## src/rtl/sounder_pkg.sv

```systemverilog
// Shared types and defaults for the sounder TX burst envelope path.
package sounder_pkg;

    localparam int unsigned DEF_WIDTH     = 14;
    localparam int unsigned DEF_RAMP_LOG2 = 4;
    localparam int unsigned LEN_W         = 16;

    typedef enum logic [2:0] {
        S_IDLE,
        S_RAMP_UP,
        S_ON,
        S_RAMP_DN,
        S_OFF
    } state_t;

endpackage

```

## src/rtl/sounder_ramp_scale.sv

```systemverilog
// Signed sample times unsigned gain in [0, 2^RAMP_LOG2], arithmetic shift back to WIDTH bits.
module sounder_ramp_scale
    import sounder_pkg::*;
#(
    parameter int unsigned WIDTH     = DEF_WIDTH,
    parameter int unsigned RAMP_LOG2 = DEF_RAMP_LOG2
) (
    input  logic [WIDTH-1:0]   x_i,
    input  logic [RAMP_LOG2:0] gain_i,
    output logic [WIDTH-1:0]   y_o
);

    localparam int unsigned PW = WIDTH + RAMP_LOG2 + 1;

    logic signed [PW-1:0] x_ext;
    logic signed [PW-1:0] g_ext;
    logic signed [PW-1:0] prod;

    // gain <= 2^R keeps the product inside PW bits, so the truncation is exact
    always_comb begin
        x_ext = {{(RAMP_LOG2 + 1){x_i[WIDTH-1]}}, x_i};
        g_ext = {{WIDTH{1'b0}}, gain_i};
        prod  = x_ext * g_ext;
        y_o   = WIDTH'(prod >>> RAMP_LOG2);
    end

endmodule

```

## src/rtl/sounder_tx_burst.sv

```systemverilog
// Gates the PN chip stream into periodic bursts with start/active markers.
// Define SOUNDER_TX_RAMP_EN for linear edge ramps; otherwise bursts are hard-gated.
module sounder_tx_burst
    import sounder_pkg::*;
#(
    parameter int unsigned WIDTH     = DEF_WIDTH,
    parameter int unsigned RAMP_LOG2 = DEF_RAMP_LOG2
) (
    input  logic             clk_i,
    input  logic             rst_n_i,
    input  logic             ena_i,
    input  logic             strobe_i,
    input  logic [LEN_W-1:0] on_len_i,
    input  logic [LEN_W-1:0] off_len_i,
    input  logic [WIDTH-1:0] tx_i_i,
    input  logic [WIDTH-1:0] tx_q_i,
    output logic [WIDTH-1:0] tx_i_o,
    output logic [WIDTH-1:0] tx_q_o,
    output logic             burst_o,
    output logic             sob_o
);

    localparam int unsigned   GW        = RAMP_LOG2 + 1;
    localparam logic [GW-1:0] GAIN_FULL = {1'b1, {RAMP_LOG2{1'b0}}};
`ifdef SOUNDER_TX_RAMP_EN
    localparam logic [LEN_W-1:0] RAMP_LAST = LEN_W'((1 << RAMP_LOG2) - 1);
`endif

    state_t           state_q, state_d;
    logic [LEN_W-1:0] cnt_q, cnt_d;
    logic [LEN_W-1:0] on_len_q, on_len_d;
    logic [LEN_W-1:0] off_len_q, off_len_d;
    logic [GW-1:0]    gain;
    logic             load_d, sob_d, burst_d;
    logic             start_burst, enter_on, leave_burst;
    logic [WIDTH-1:0] shaped_i, shaped_q;

    // state_q is the state in which the most recent strobe was processed
    always_comb begin
        state_d     = state_q;
        cnt_d       = cnt_q;
        on_len_d    = on_len_q;
        off_len_d   = off_len_q;
        gain        = '0;
        load_d      = 1'b0;
        sob_d       = 1'b0;
        start_burst = 1'b0;
        enter_on    = 1'b0;
        leave_burst = 1'b0;
        if (!ena_i) begin
            state_d = S_IDLE;
            cnt_d   = '0;
        end else if (strobe_i) begin
            load_d = 1'b1;
            case (state_q)
                S_IDLE: start_burst = 1'b1;
`ifdef SOUNDER_TX_RAMP_EN
                S_RAMP_UP: begin
                    if (cnt_q == RAMP_LAST) begin
                        enter_on = 1'b1;
                    end else begin
                        cnt_d = cnt_q + 1'b1;
                        gain  = GW'(cnt_d);
                    end
                end
                S_RAMP_DN: begin
                    if (cnt_q == RAMP_LAST) begin
                        leave_burst = 1'b1;
                    end else begin
                        cnt_d = cnt_q + 1'b1;
                        gain  = GW'(RAMP_LAST - cnt_d);
                    end
                end
`endif
                S_ON: begin
                    if (on_len_q == '0 || cnt_q < on_len_q) begin
                        gain = GAIN_FULL;
                        if (on_len_q != '0) cnt_d = cnt_q + 1'b1;
                    end else begin
`ifdef SOUNDER_TX_RAMP_EN
                        state_d = S_RAMP_DN;
                        cnt_d   = '0;
                        gain    = GW'(RAMP_LAST);
`else
                        leave_burst = 1'b1;
`endif
                    end
                end
                S_OFF: begin
                    if (cnt_q < off_len_q) cnt_d = cnt_q + 1'b1;
                    else                   start_burst = 1'b1;
                end
                default: begin
                    state_d = S_IDLE;
                    cnt_d   = '0;
                end
            endcase

            // a zero gap chains straight into the next burst on this same strobe
            if (leave_burst) begin
                if (off_len_i == '0) begin
                    start_burst = 1'b1;
                end else begin
                    state_d   = S_OFF;
                    cnt_d     = LEN_W'(1);
                    off_len_d = off_len_i;
                end
            end
            if (start_burst) begin
                sob_d = 1'b1;
`ifdef SOUNDER_TX_RAMP_EN
                state_d = S_RAMP_UP;
                cnt_d   = '0;
                gain    = '0;
`else
                enter_on = 1'b1;
`endif
            end
            if (enter_on) begin
                state_d  = S_ON;
                cnt_d    = LEN_W'(1);
                on_len_d = on_len_i;
                gain     = GAIN_FULL;
            end
        end
        burst_d = (state_d == S_RAMP_UP) || (state_d == S_ON) || (state_d == S_RAMP_DN);
    end

`ifdef SOUNDER_TX_RAMP_EN
    sounder_ramp_scale #(.WIDTH(WIDTH), .RAMP_LOG2(RAMP_LOG2)) u_scale_i (
        .x_i    (tx_i_i),
        .gain_i (gain),
        .y_o    (shaped_i)
    );
    sounder_ramp_scale #(.WIDTH(WIDTH), .RAMP_LOG2(RAMP_LOG2)) u_scale_q (
        .x_i    (tx_q_i),
        .gain_i (gain),
        .y_o    (shaped_q)
    );
`else
    always_comb begin
        shaped_i = (gain == GAIN_FULL) ? tx_i_i : '0;
        shaped_q = (gain == GAIN_FULL) ? tx_q_i : '0;
    end
`endif

    always_ff @(posedge clk_i or negedge rst_n_i) begin
        if (!rst_n_i) begin
            state_q   <= S_IDLE;
            cnt_q     <= '0;
            on_len_q  <= '0;
            off_len_q <= '0;
            tx_i_o    <= '0;
            tx_q_o    <= '0;
            burst_o   <= 1'b0;
            sob_o     <= 1'b0;
        end else begin
            state_q   <= state_d;
            cnt_q     <= cnt_d;
            on_len_q  <= on_len_d;
            off_len_q <= off_len_d;
            sob_o     <= sob_d;
            if (!ena_i) begin
                tx_i_o  <= '0;
                tx_q_o  <= '0;
                burst_o <= 1'b0;
            end else if (load_d) begin
                tx_i_o  <= shaped_i;
                tx_q_o  <= shaped_q;
                burst_o <= burst_d;
            end
        end
    end

endmodule

```

## config.mk

```make
export PLATFORM = sky130hd
export DESIGN_NAME = sounder_tx_burst
export DESIGN_NICKNAME = d
export VERILOG_FILES = /design/src/rtl/sounder_pkg.sv /design/src/rtl/sounder_ramp_scale.sv /design/src/rtl/sounder_tx_burst.sv
export SDC_FILE = /design/constraint.sdc
export NUM_CORES = 1
export LEC_CHECK = 0
export ABC_CLOCK_PERIOD_IN_PS = 4200
export CAP_MARGIN = 30
export CORE_MARGIN = 1
export CORE_UTILIZATION = 25
export DETAILED_ROUTE_END_ITERATION = 10
export PLACE_DENSITY = 0.51
export SLEW_MARGIN = 10
export SYNTH_ARGS = -nofsm -noshare
export SYNTH_HDL_FRONTEND = slang
export SYNTH_SLANG_ARGS = --single-unit
export TNS_END_PERCENT = 1
```

## constraint.sdc

```tcl
create_clock -name clk_i -period 4.2 [get_ports clk_i]
set_clock_uncertainty 0.1 [all_clocks]
set_input_delay 1.26 -clock clk_i [delete_from_list [all_inputs] [get_ports clk_i]]
set_output_delay 1.26 -clock clk_i [all_outputs]
set_load 0.01 [all_outputs]
```

==> impl_metrics.csv, run 1 <==
group,metric,value,unit
run_status,status,"completed",
sta,worstMarginPinSlew,828,ps
global_routing,antenna_found_initial,0,
synth,synth_area_leader_cell,"dfrtp_1",
synth,synth_warnings,0,
finish,layout-drive-gt1-share,0.131,
place,placed_cell_area,5470,sq um
synth,synthMuxAreaShare,0.0846,
setup_path,cp_max_fo,17,
synth,synth_top_family_by_area,"compound AO/OA/AOI/OAI gates",
setup_path,cp.required,4330,ps
synth,synth-async-reset-ratio,1.00,
detailed_routing,wl_met2,5.69,mm
pwr,p_comb_frac,0.143,
sta,max_freq,305,MHz
place,place.port_buffers,93,
detailed_routing,ant_nets,0,
pwr,finalPower,2.02,mW
global_routing,grt.total_usage,0.137,
synth,syn_nets,494,
pwr,swShare,0.252,
synth,synthSimpleGateAreaFrac,0.111,
floorplan,start_util,0.257,
synth,syn_area,4260,sq um
sta,rsz0062_at_grt,"false",
detailed_routing,drt-vias-per-instance,4.82,
sta,drv_slew,0,
floorplan,die_w,133,um
pwr,p_sw,508,uW
synth,synth_top_area_frac,0.476,
synth,postSynthAreaPerCell,10.7,sq um
cts,cts_resized,0,
cts,clk_path_buf_depth,2,
cts,cts_hold_buf,0,
detailed_routing,vias,3480,
global_routing,grt_pass1_wl,19.1,mm
finish,final_core_util,0.349,
cts,clk_latency,340,ps
global_routing,grt_overflow,0,
sta,finalCritPeriodShare,0.781,
pwr,p_leak,2.52,nW
pwr,sequentialPowerShare,0.432,
sta,setup_viol,0,
pwr,p_int,1.51,mW
synth,synth_common_cells,"81 x dfrtp_1, 33 x inv_1, 32 x mux2_2",
setup_path,critPathKind,"input port to register",
synth,ys_seq_area_frac,0.476,
cts,cts_root_buffer,"clkbuf_16",
floorplan,dieArea,17600,sq um
synth,synth_ff_type,"dfrtp_1",
detailed_routing,drt-total-wl,11.3,mm
synth,synthDistinctLibCells,46,
cts,post_cts.repair.setup_buffers,0,
setup_path,critPathLaunchType,"input port",
synth,synth_compound_area_frac,0.192,
global_routing,first_global_vias,3882,
pwr,p_per_area,349,nW/um^2
finish,fin_nets,592,
detailed_routing,wl_met1,4.81,mm
synth,synth_seq_cells,81,
global_routing,grt_max_degree,58,
sta,max-slew-margin-rel,0.447,
synth,synth_fa_ha_area_frac,0.0911,
detailed_routing,post_drt_wl_per_cell,15.7,um
sta,holdWs,391,ps
cts,cts_buffers,9,
detailed_routing,highest-signal-layer,"met4",
detailed_routing,drc,0,
sta,tns,0,ps
floorplan,die-height,133,um
place,dp_hpwl,8.15,mm
detailed_routing,detail_route.first_pass.iterations,4,
finish,antenna_cells,0,
synth,synth_edf_count,0,
synth,syn_inst,399,
worst_hold_path,hold_path.class,"register to register",
synth,synth_xor_area_frac,0,
floorplan,io_pins,94,
floorplan,row_count,47,
pwr,pwr-share-clk,0.425,
detailed_routing,drtIter0Drc,92,
place,gp_congestion,0.763,
floorplan,core,16600,sq um
synth,synth_most_common_cell,"dfrtp_1",
sta,hold_viol_final,0,
finish,syn2layout_area_growth,36.0,%
cts,clkTransAtPathRegs,60,ps
setup_path,crit_path_end_kind,"register",
synth,synth_area_leaders,"dfrtp_1 48%, ha_1 9.1%, mux2_2 8.5%",
cts,cts_tree,"yes",
cts,clock_sinks,81,
sta,min_period,3280,ps
finish,design_area,5790,sq um
detailed_routing,wl_met3,632,um
setup_path,cp.arrival,3410,ps
cts,h-tree-depth,3,
pwr,vdd_drop_max,0.176,mV
job,cap_violations,0,
-- registers in the layout, summed over array words and instances, names as in the netlist --
register and cells:
cnt_q 16, tx_i_o 14, sob_o 1, off_len_q 16, tx_q_o 14, state_q 3, burst_o 1, on_len_q 16
-- stage by stage --
stage          std cells  setup slack [ps]
2_1_floorplan        399              1210
3_3_place_gp         705               606
3_5_place_dp         706               581
4_1_cts              722               937
5_1_grt              722               845
6_report             722               919
-- routing by layer --
metal | global-route usage | vias to the layer above
met3 | 0.0345 | 11
li1 | - | 1686
met4 | 0.0549 | 0
met5 | 0 | -
met1 | 0.161 | 1701
met2 | 0.238 | 82
-- placed cells by master (no fill, tap or decap), types with 2 or more instances in the layout --
cell type	n
o22ai_1	2
a22o_1	28
a41oi_1	2
clkbuf_16	9
clkdlybuf4s50_1	92
nor4_1	9
inv_1	33
nor2_1	20
ha_1	31
clkinvlp_4	3
buf_4	7
nand2_1	26
nor3_1	6
mux2_2	32
and2_1	2
a32oi_1	5
dfrtp_1	81
nand4_1	7
a211oi_1	4
a31oi_1	14
a21oi_2	2
nand3_1	12
and3_1	4
o21ai_1	7
a21oi_1	20
nor2b_1	2
or3_1	2
o21ai_0	13
a21o_1	4
bufinv_16	2
-- power groups by stage --
stage	combinational (mW)	clock (mW)	sequential [mW]
after floorplan	0.131	0	0.881
after global placement	0.278	0	0.887
after detailed placement	0.291	0	0.886
after CTS	0.292	0.882	0.873
after global routing	0.320	0.914	0.879
final	0.289	0.858	0.873
-- path summary, 6_finish.rpt --
kind,slack (ps),startpoint,cells after the start,to
min in group asynchronous,720,rst_n_i,1,burst_o$_DFFE_PN0P_
max in group asynchronous,2670,rst_n_i,2,off_len_q[10]$_DFFE_PN0P_
setup reg to reg,1270,cnt_q[13]$_DFFE_PN0P_,8,cnt_q[8]$_DFFE_PN0P_
hold / removal,390,burst_o$_DFFE_PN0P_,1,burst_o$_DFFE_PN0P_
hold reg to reg,390,burst_o$_DFFE_PN0P_,1,burst_o$_DFFE_PN0P_
setup / recovery,920,off_len_i[10],7,on_len_q[8]$_DFFE_PN0P_
-- worst max-delay path: stages --
cell,delay [ps]
clkdlybuf4s50_1,420
nor4_1,440
nand4_1,250
nand3b_1,240
a21oi_2,150
buf_4,260
mux2_2,370
-- cells by family (layout without fill, tap and decap cells) --
logic type,Yosys count,count (layout)
AO/OA/AOI/OAI,113,113
adder cells (fa/ha/maj),31,31
buffers and inverters,46,149
flip-flops,81,81
multiplexers,32,32
AND/OR/NAND/NOR,96,96
-- final cells by class --
class	instances	area, sq um
clock buffers	10	229
inverters	33	124
repair buffers	100	1000
well taps	220	275
flip-flops and latches	81	2030
multi-input cells	272	2050
fillers	1649	10800
clock inverters	6	91.3
(Power assumes the default switching activity.)
==> run 2, diff against run 1 <==
- ABC_CLOCK_PERIOD_IN_PS: 4200 -> 2900
- PLACE_DENSITY: 0.51 -> 0.53
- clock period: 4.2 -> 2.9 ns (I/O delays scaled with it)
==> run 2 against run 1 <==
Sequential power is 44% higher. Global-route usage increased by 0.072 points. Cell area rose by 4.5%. Final cell count is 3.6% higher. Via count is 4.7% higher. First-iteration DRC count grew 110%. Die area stayed put. Critical path depth increased by 3. Wire length rose by 1.2%. Clock-buffer cell count is the same. Worst hold slack worse by 8.3 ps. Flip-flop and latch count unchanged. Critical endpoint is now cnt_q[7]$_DFFE_PN0P_. Highest routed layer unchanged.
==> impl_metrics.csv, run 2 (synthesis results as in run 1) <==
group,metric,value,unit
finish,stdcell_count,748,
global_routing,antenna_found_initial,0,
floorplan,io_pins,94,
floorplan,core,16600,sq um
setup_path,cp_max_fo,13,
worst_hold_path,holdPathStages,1,
sta,max-slew-margin-rel,0.548,
cts,cts_buffers,9,
setup_path,r2r_slack,90,ps
finish,syn2layout_area_growth,42.1,%
sta,finalCritPeriodShare,0.967,
finish,top_regs,"cnt_q: 16 flops, off_len_q: 16 flops, on_len_q: 16 flops",
place,dp_cells,728,
sta,hold_viol_final,0,
floorplan,die_w,133,um
sta,worstMarginPinSlew,678,ps
cts,h-tree-depth,3,
place,place.port_buffers,93,
pwr,p_leak,2.66,nW
floorplan,die-height,133,um
worst_hold_path,hold_path_end,"burst_o$_DFFE_PN0P_",
finish,final_cell_mix,"92 x clkdlybuf4s50_1, 80 x dfrtp_1, 33 x inv_1",
cts,cts_root_buffer,"clkbuf_16",
setup_path,r2r_end,"cnt_q[7]$_DFFE_PN0P_",
finish,design_area,6050,sq um
finish,final_common_cell,"clkdlybuf4s50_1",
global_routing,grt_max_degree,52,
detailed_routing,drt-total-wl,11.5,mm
sta,holdWs,382,ps
finish,antenna_cells,0,
pwr,vdd_drop_max,0.280,mV
finish,layout-drive-gt1-share,0.186,
detailed_routing,ant_nets,0,
setup_path,critPathKind,"register to register",
global_routing,grt_pass1_wl,18.9,mm
global_routing,grt_overflow,0,
setup_path,crit_path_end_kind,"register",
global_routing,grt.total_usage,0.138,
floorplan,row_count,47,
detailed_routing,drt-vias-per-instance,4.87,
setup_path,critPathLaunchType,"register",
sta,setup_viol,0,
sta,tns,0,ps
worst_hold_path,hold_path.class,"register to register",
finish,fin_nets,618,
place,dp_hpwl,8.34,mm
detailed_routing,vias,3645,
place,gp_congestion,0.865,
detailed_routing,drc,0,
floorplan,start_util,0.257,
finish,fillers,1649,
cts,cts_tree,"yes",
global_routing,first_global_vias,3730,
sta,max_freq,356,MHz
floorplan,dieArea,17600,sq um
worst_hold_path,hp-start,"burst_o$_DFFE_PN0P_",
detailed_routing,drtIter0Drc,192,
cts,clk_latency,350,ps
setup_path,cp.required,3070,ps
setup_path,r2r_cells,10,
cts,clock_sinks,81,
cts,cts_hold_buf,0,
sta,drv_slew,0,
detailed_routing,detail_route.first_pass.iterations,4,
sta,min_period,2810,ps
detailed_routing,post_drt_wl_per_cell,15.3,um
cts,clkTransAtPathRegs,60,ps
setup_path,r2r-start,"cnt_q[13]$_DFFE_PN0P_",
setup_path,cp.arrival,2980,ps
cts,clk_path_buf_depth,2,
pwr,p_per_area,462,nW/um^2
run_status,status,"completed",
place,placed_cell_area,5690,sq um
job,cap_violations,0,
-- run 2: critical path, stage by stage, from the launching register on --
cell,delay (ps)
dfrtp_2,470
ha_1,350
a211oi_2,250
o22ai_1,130
nor3_2,300
o21ai_4,130
a2111oi_4,440
buf_4,200
clkbuf_16,160
o21ai_1,70
a21oi_1,140
-- run 2: worst max path at each step --
| stage | startpoint | endpoint | slack [ps] | cells past startpoint |
|---|---|---|---|---|
| after floorplan | off_len_i[10] | on_len_q[10]$_DFFE_PN0P_ | 300 | 6 |
| after global placement | off_len_i[1] | tx_i_o[0]$_DFFE_PN0P_ | -200 | 8 |
| after detailed placement | off_len_i[10] | on_len_q[10]$_DFFE_PN0P_ | -170 | 8 |
| after CTS | cnt_q[13]$_DFFE_PN0P_ | cnt_q[12]$_DFFE_PN0P_ | 60 | 9 |
| after global routing | cnt_q[13]$_DFFE_PN0P_ | cnt_q[7]$_DFFE_PN0P_ | -1 | 10 |
| final | cnt_q[13]$_DFFE_PN0P_ | cnt_q[7]$_DFFE_PN0P_ | 90 | 10 |
-- run 2: per-layer routing --
metal	vias to the layer above	share of wire	track usage
met4	0	0.025	0.0722
li1	1727	-	-
met1	1780	0.43	0.167
met3	17	0.068	0.0375
met2	121	0.48	0.222
met5	-	0	0
-- run 2: where the power goes --
group          total (mW)  internal (mW)  switching (mW)
logic               0.451          0.254           0.197
clock network        1.08          0.603           0.480
registers            1.26           1.20          0.0601
-- run 2: cell type report --
cell class	instances	area [sq um]	area share
multi-input cells	272	2070	0.343
flip-flops and latches	81	2030	0.335
repair buffers	126	1270	0.210
well taps	220	275	0.0455
clock buffers	10	239	0.0395
inverters	33	124	0.0205
clock inverters	6	43.8	0.00723
-- run 2: through the flow --
stage | power [mW] | setup WS [ps] | utilization
floorplan | 1.47 | 298 | -
global placement | 1.72 | -198 | 0.343
detailed placement | 1.73 | -167 | 0.343
CTS | 2.83 | 64.6 | 0.360
global route | 2.95 | -1.14 | 0.365
finish | 2.80 | 94.3 | 0.365
-- run 2: what timing repair did --
item / CTS / global route
endpoints found under the hold margin: 0 / 0
setup endpoints to repair: 0 / 42
gates resized for setup: 0 / 6
buffers inserted: 0 / 3
==> run 3, diff against run 2 <==
- ABC_CLOCK_PERIOD_IN_PS: 2900 -> 2500
- clock period: 2.9 -> 2.5 ns (I/O delays scaled with it)
==> run 3 against run 2 <==
The run now ends with negative setup slack left. Final cell count grew 4.5%. Cell area grew 5.5%. Worst hold slack lost 87 ps. Sequential share of layout area shrank 1.8 points. Die area is the same. Power grew 24%. First-iteration DRC count shrank 25%. Clock-buffer cell count is the same. Largest power group unchanged.
==> impl_metrics.csv, run 3 (synthesis results as in run 1) <==
group,metric,value,unit
run_status,status,"finished with violations",
run_status,violations,"negative setup slack",
setup_path,critPathKind,"register to register",
place,place.port_buffers,93,
detailed_routing,drt-vias-per-instance,4.81,
floorplan,core,16600,sq um
sta,setup_viol,57,
place,dp_cells,761,
floorplan,die-height,133,um
finish,top_regs,"cnt_q: 16 flops, off_len_q: 16 flops, on_len_q: 16 flops",
cts,clkTransAtPathRegs,60,ps
finish,antenna_cells,0,
setup_path,path_cells,"ha_1 -> nand4_1 -> buf_4 -> a311oi_1 -> a31oi_2 -> nand2_1 -> nand2_2 -> a21oi_4 -> buf_12 -> mux2_2",
detailed_routing,drc,0,
pwr,pwr-share-clk,0.408,
finish,stdcell_count,782,
setup_path,r2r_end,"on_len_q[1]$_DFFE_PN0P_",
finish,layout-drive-gt1-share,0.242,
cts,cts_buffers,9,
sta,finalCritPeriodShare,1.03,
global_routing,grt_use_met3,0.0318,
setup_path,critical_path_buf_inv_count,2,
setup_path,cp.required,2630,ps
cts,clk_latency,350,ps
pwr,sequentialPowerShare,0.422,
global_routing,gr-usage-met2,0.254,
worst_hold_path,hold_path.class,"input port to async pin",
place,gp_congestion,0.843,
detailed_routing,post_drt_wl_per_cell,15.6,um
floorplan,start_util,0.257,
cts,cts_hold_buf,0,
sta,min_period,2580,ps
global_routing,grt_overflow,0,
cts,clock_sinks,81,
sta,drv_slew,0,
cts,clk_path_buf_depth,2,
cts,cts_tree,"yes",
global_routing,first_global_vias,4165,
cts,h-tree-depth,3,
setup_path,slowest_delay,440,ps
global_routing,grt.total_usage,0.145,
pwr,p_comb_frac,0.169,
setup_path,cpMaxStageDelayCell,"dfrtp_1",
detailed_routing,drtIter0Drc,144,
floorplan,die_w,133,um
sta,hold_viol_final,0,
floorplan,io_pins,94,
sta,max_freq,388,MHz
detailed_routing,detail_route.first_pass.iterations,4,
setup_path,cp_max_fo,17,
finish,final_core_util,0.385,
pwr,swShare,0.249,
detailed_routing,ant_nets,0,
finish,fin_nets,652,
place,post-place-ws,-483,ps
pwr,p_int,2.60,mW
setup_path,crit_family,"compound AO/OA/AOI/OAI gates",
sta,setup_ws,-80.2,ps
setup_path,r2r_slack,-80,ps
global_routing,grt_max_degree,41,
setup_path,crit_path_end_kind,"register",
pwr,p_sw,860,uW
cts,cts_root_buffer,"clkbuf_16",
finish,final_cell_mix,"89 x clkdlybuf4s50_1, 81 x dfrtp_1, 60 x buf_4",
setup_path,critPathLaunchType,"register",
detailed_routing,drt-total-wl,12.2,mm
pwr,vdd_drop_max,0.312,mV
sta,worstMarginPinSlew,543,ps
pwr,p_leak,2.88,nW
floorplan,dieArea,17600,sq um
global_routing,grt_pass1_wl,20.1,mm
detailed_routing,vias,3763,
job,cap_violations,0,
setup_path,cp.arrival,2710,ps
global_routing,antenna_found_initial,0,
finish,syn2layout_area_growth,50.0,%
global_routing,gr-max-usage-layer,"met2",
place,dp_hpwl,8.81,mm
finish,final_common_cell,"clkdlybuf4s50_1",
setup_path,r2r-start,"cnt_q[15]$_DFFE_PN0P_",
global_routing,grt_util_met1,0.168,
sta,max-slew-margin-rel,0.636,
setup_path,r2r_cells,10,
sta,rsz0062_at_grt,"true",
floorplan,row_count,47,
pwr,p_per_area,541,nW/um^2
## run 3: changes by cell type in the layout (fill, tap and decap cells not counted), moves of 2 or more
cell             delta
a21oi_2             -2
a21oi_4             +2
buf_4              +33
bufinv_16           +2
clkdlybuf4s50_1     -3
clkinv_2            +2
clkinvlp_4          -3
dlymetal6s2s_1      +2
nor4_1              -2
nor4_2              +2
## run 3: layer usage
metal,wire [um],share of wire
met1,5210,0.43
met2,5940,0.49
met5,0,0
met3,709,0.058
met4,308,0.025
## run 3: worst register-to-register path, cell delays in order, from the launching register on
cell      delay [ps]
dfrtp_1          440
ha_1             320
nand4_1          120
buf_4            180
a311oi_1         250
a31oi_2          120
nand2_1          150
nand2_2          110
a21oi_4          170
buf_12           170
mux2_2           350
## run 3: power groups by stage
stage / logic (mW) / registers, mW / clock network [mW]
finish: 0.586 / 1.46 / 1.41
global route: 0.642 / 1.47 / 1.51
CTS: 0.589 / 1.46 / 1.46
detailed placement: 0.561 / 1.48 / 0
global placement: 0.544 / 1.48 / 0
floorplan: 0.222 / 1.48 / 0
## run 3: final cells by class
class / count / area (sq um)
Clock inverter: 6 / 82.6
Sequential cell: 81 / 2030
Fill cell: 1633 / 10200
Tap cell: 220 / 275
Timing Repair Buffer: 160 / 1520
Inverter: 33 / 124
Multi-Input combinational cell: 272 / 2130
Clock buffer: 10 / 229
## run 3: how the worst max path moves through the flow
stage               cells past startpoint                       end                   from
floorplan                               9  on_len_q[10]$_DFFE_PN0P_   cnt_q[2]$_DFFE_PN0P_
global placement                        8   on_len_q[1]$_DFFE_PN0P_          off_len_i[10]
detailed placement                      8   on_len_q[4]$_DFFE_PN0P_          off_len_i[10]
CTS                                    11    tx_i_o[12]$_DFFE_PN0P_  cnt_q[14]$_DFFE_PN0P_
global route                           10     cnt_q[12]$_DFFE_PN0P_   cnt_q[2]$_DFFE_PN0P_
finish                                 10   on_len_q[1]$_DFFE_PN0P_  cnt_q[15]$_DFFE_PN0P_
## run 3: per-stage QoR
step / TNS [ps] / hold slack, ps / power (mW) / instance area (sq um)
detailed placement: -27810 / 369 / 2.04 / 5940
finish: -2790 / 295 / 3.46 / 6390
global route: -11100 / 332 / 3.62 / 6390
floorplan: -618 / 354 / 1.70 / 4270
CTS: -3530 / 305 / 3.51 / 6350
global placement: -31500 / 378 / 2.03 / 5940
## run 3: repair_timing
| action | CTS | global route |
|---|---|---|
| cloned | 1 | 1 |
| pin swaps | 3 | 4 |
| endpoints found under the setup margin | 60 | 78 |
| hold endpoints to repair | 0 | 0 |
| setup buffers | 2 | 1 |
| resized for setup | 14 | 6 |
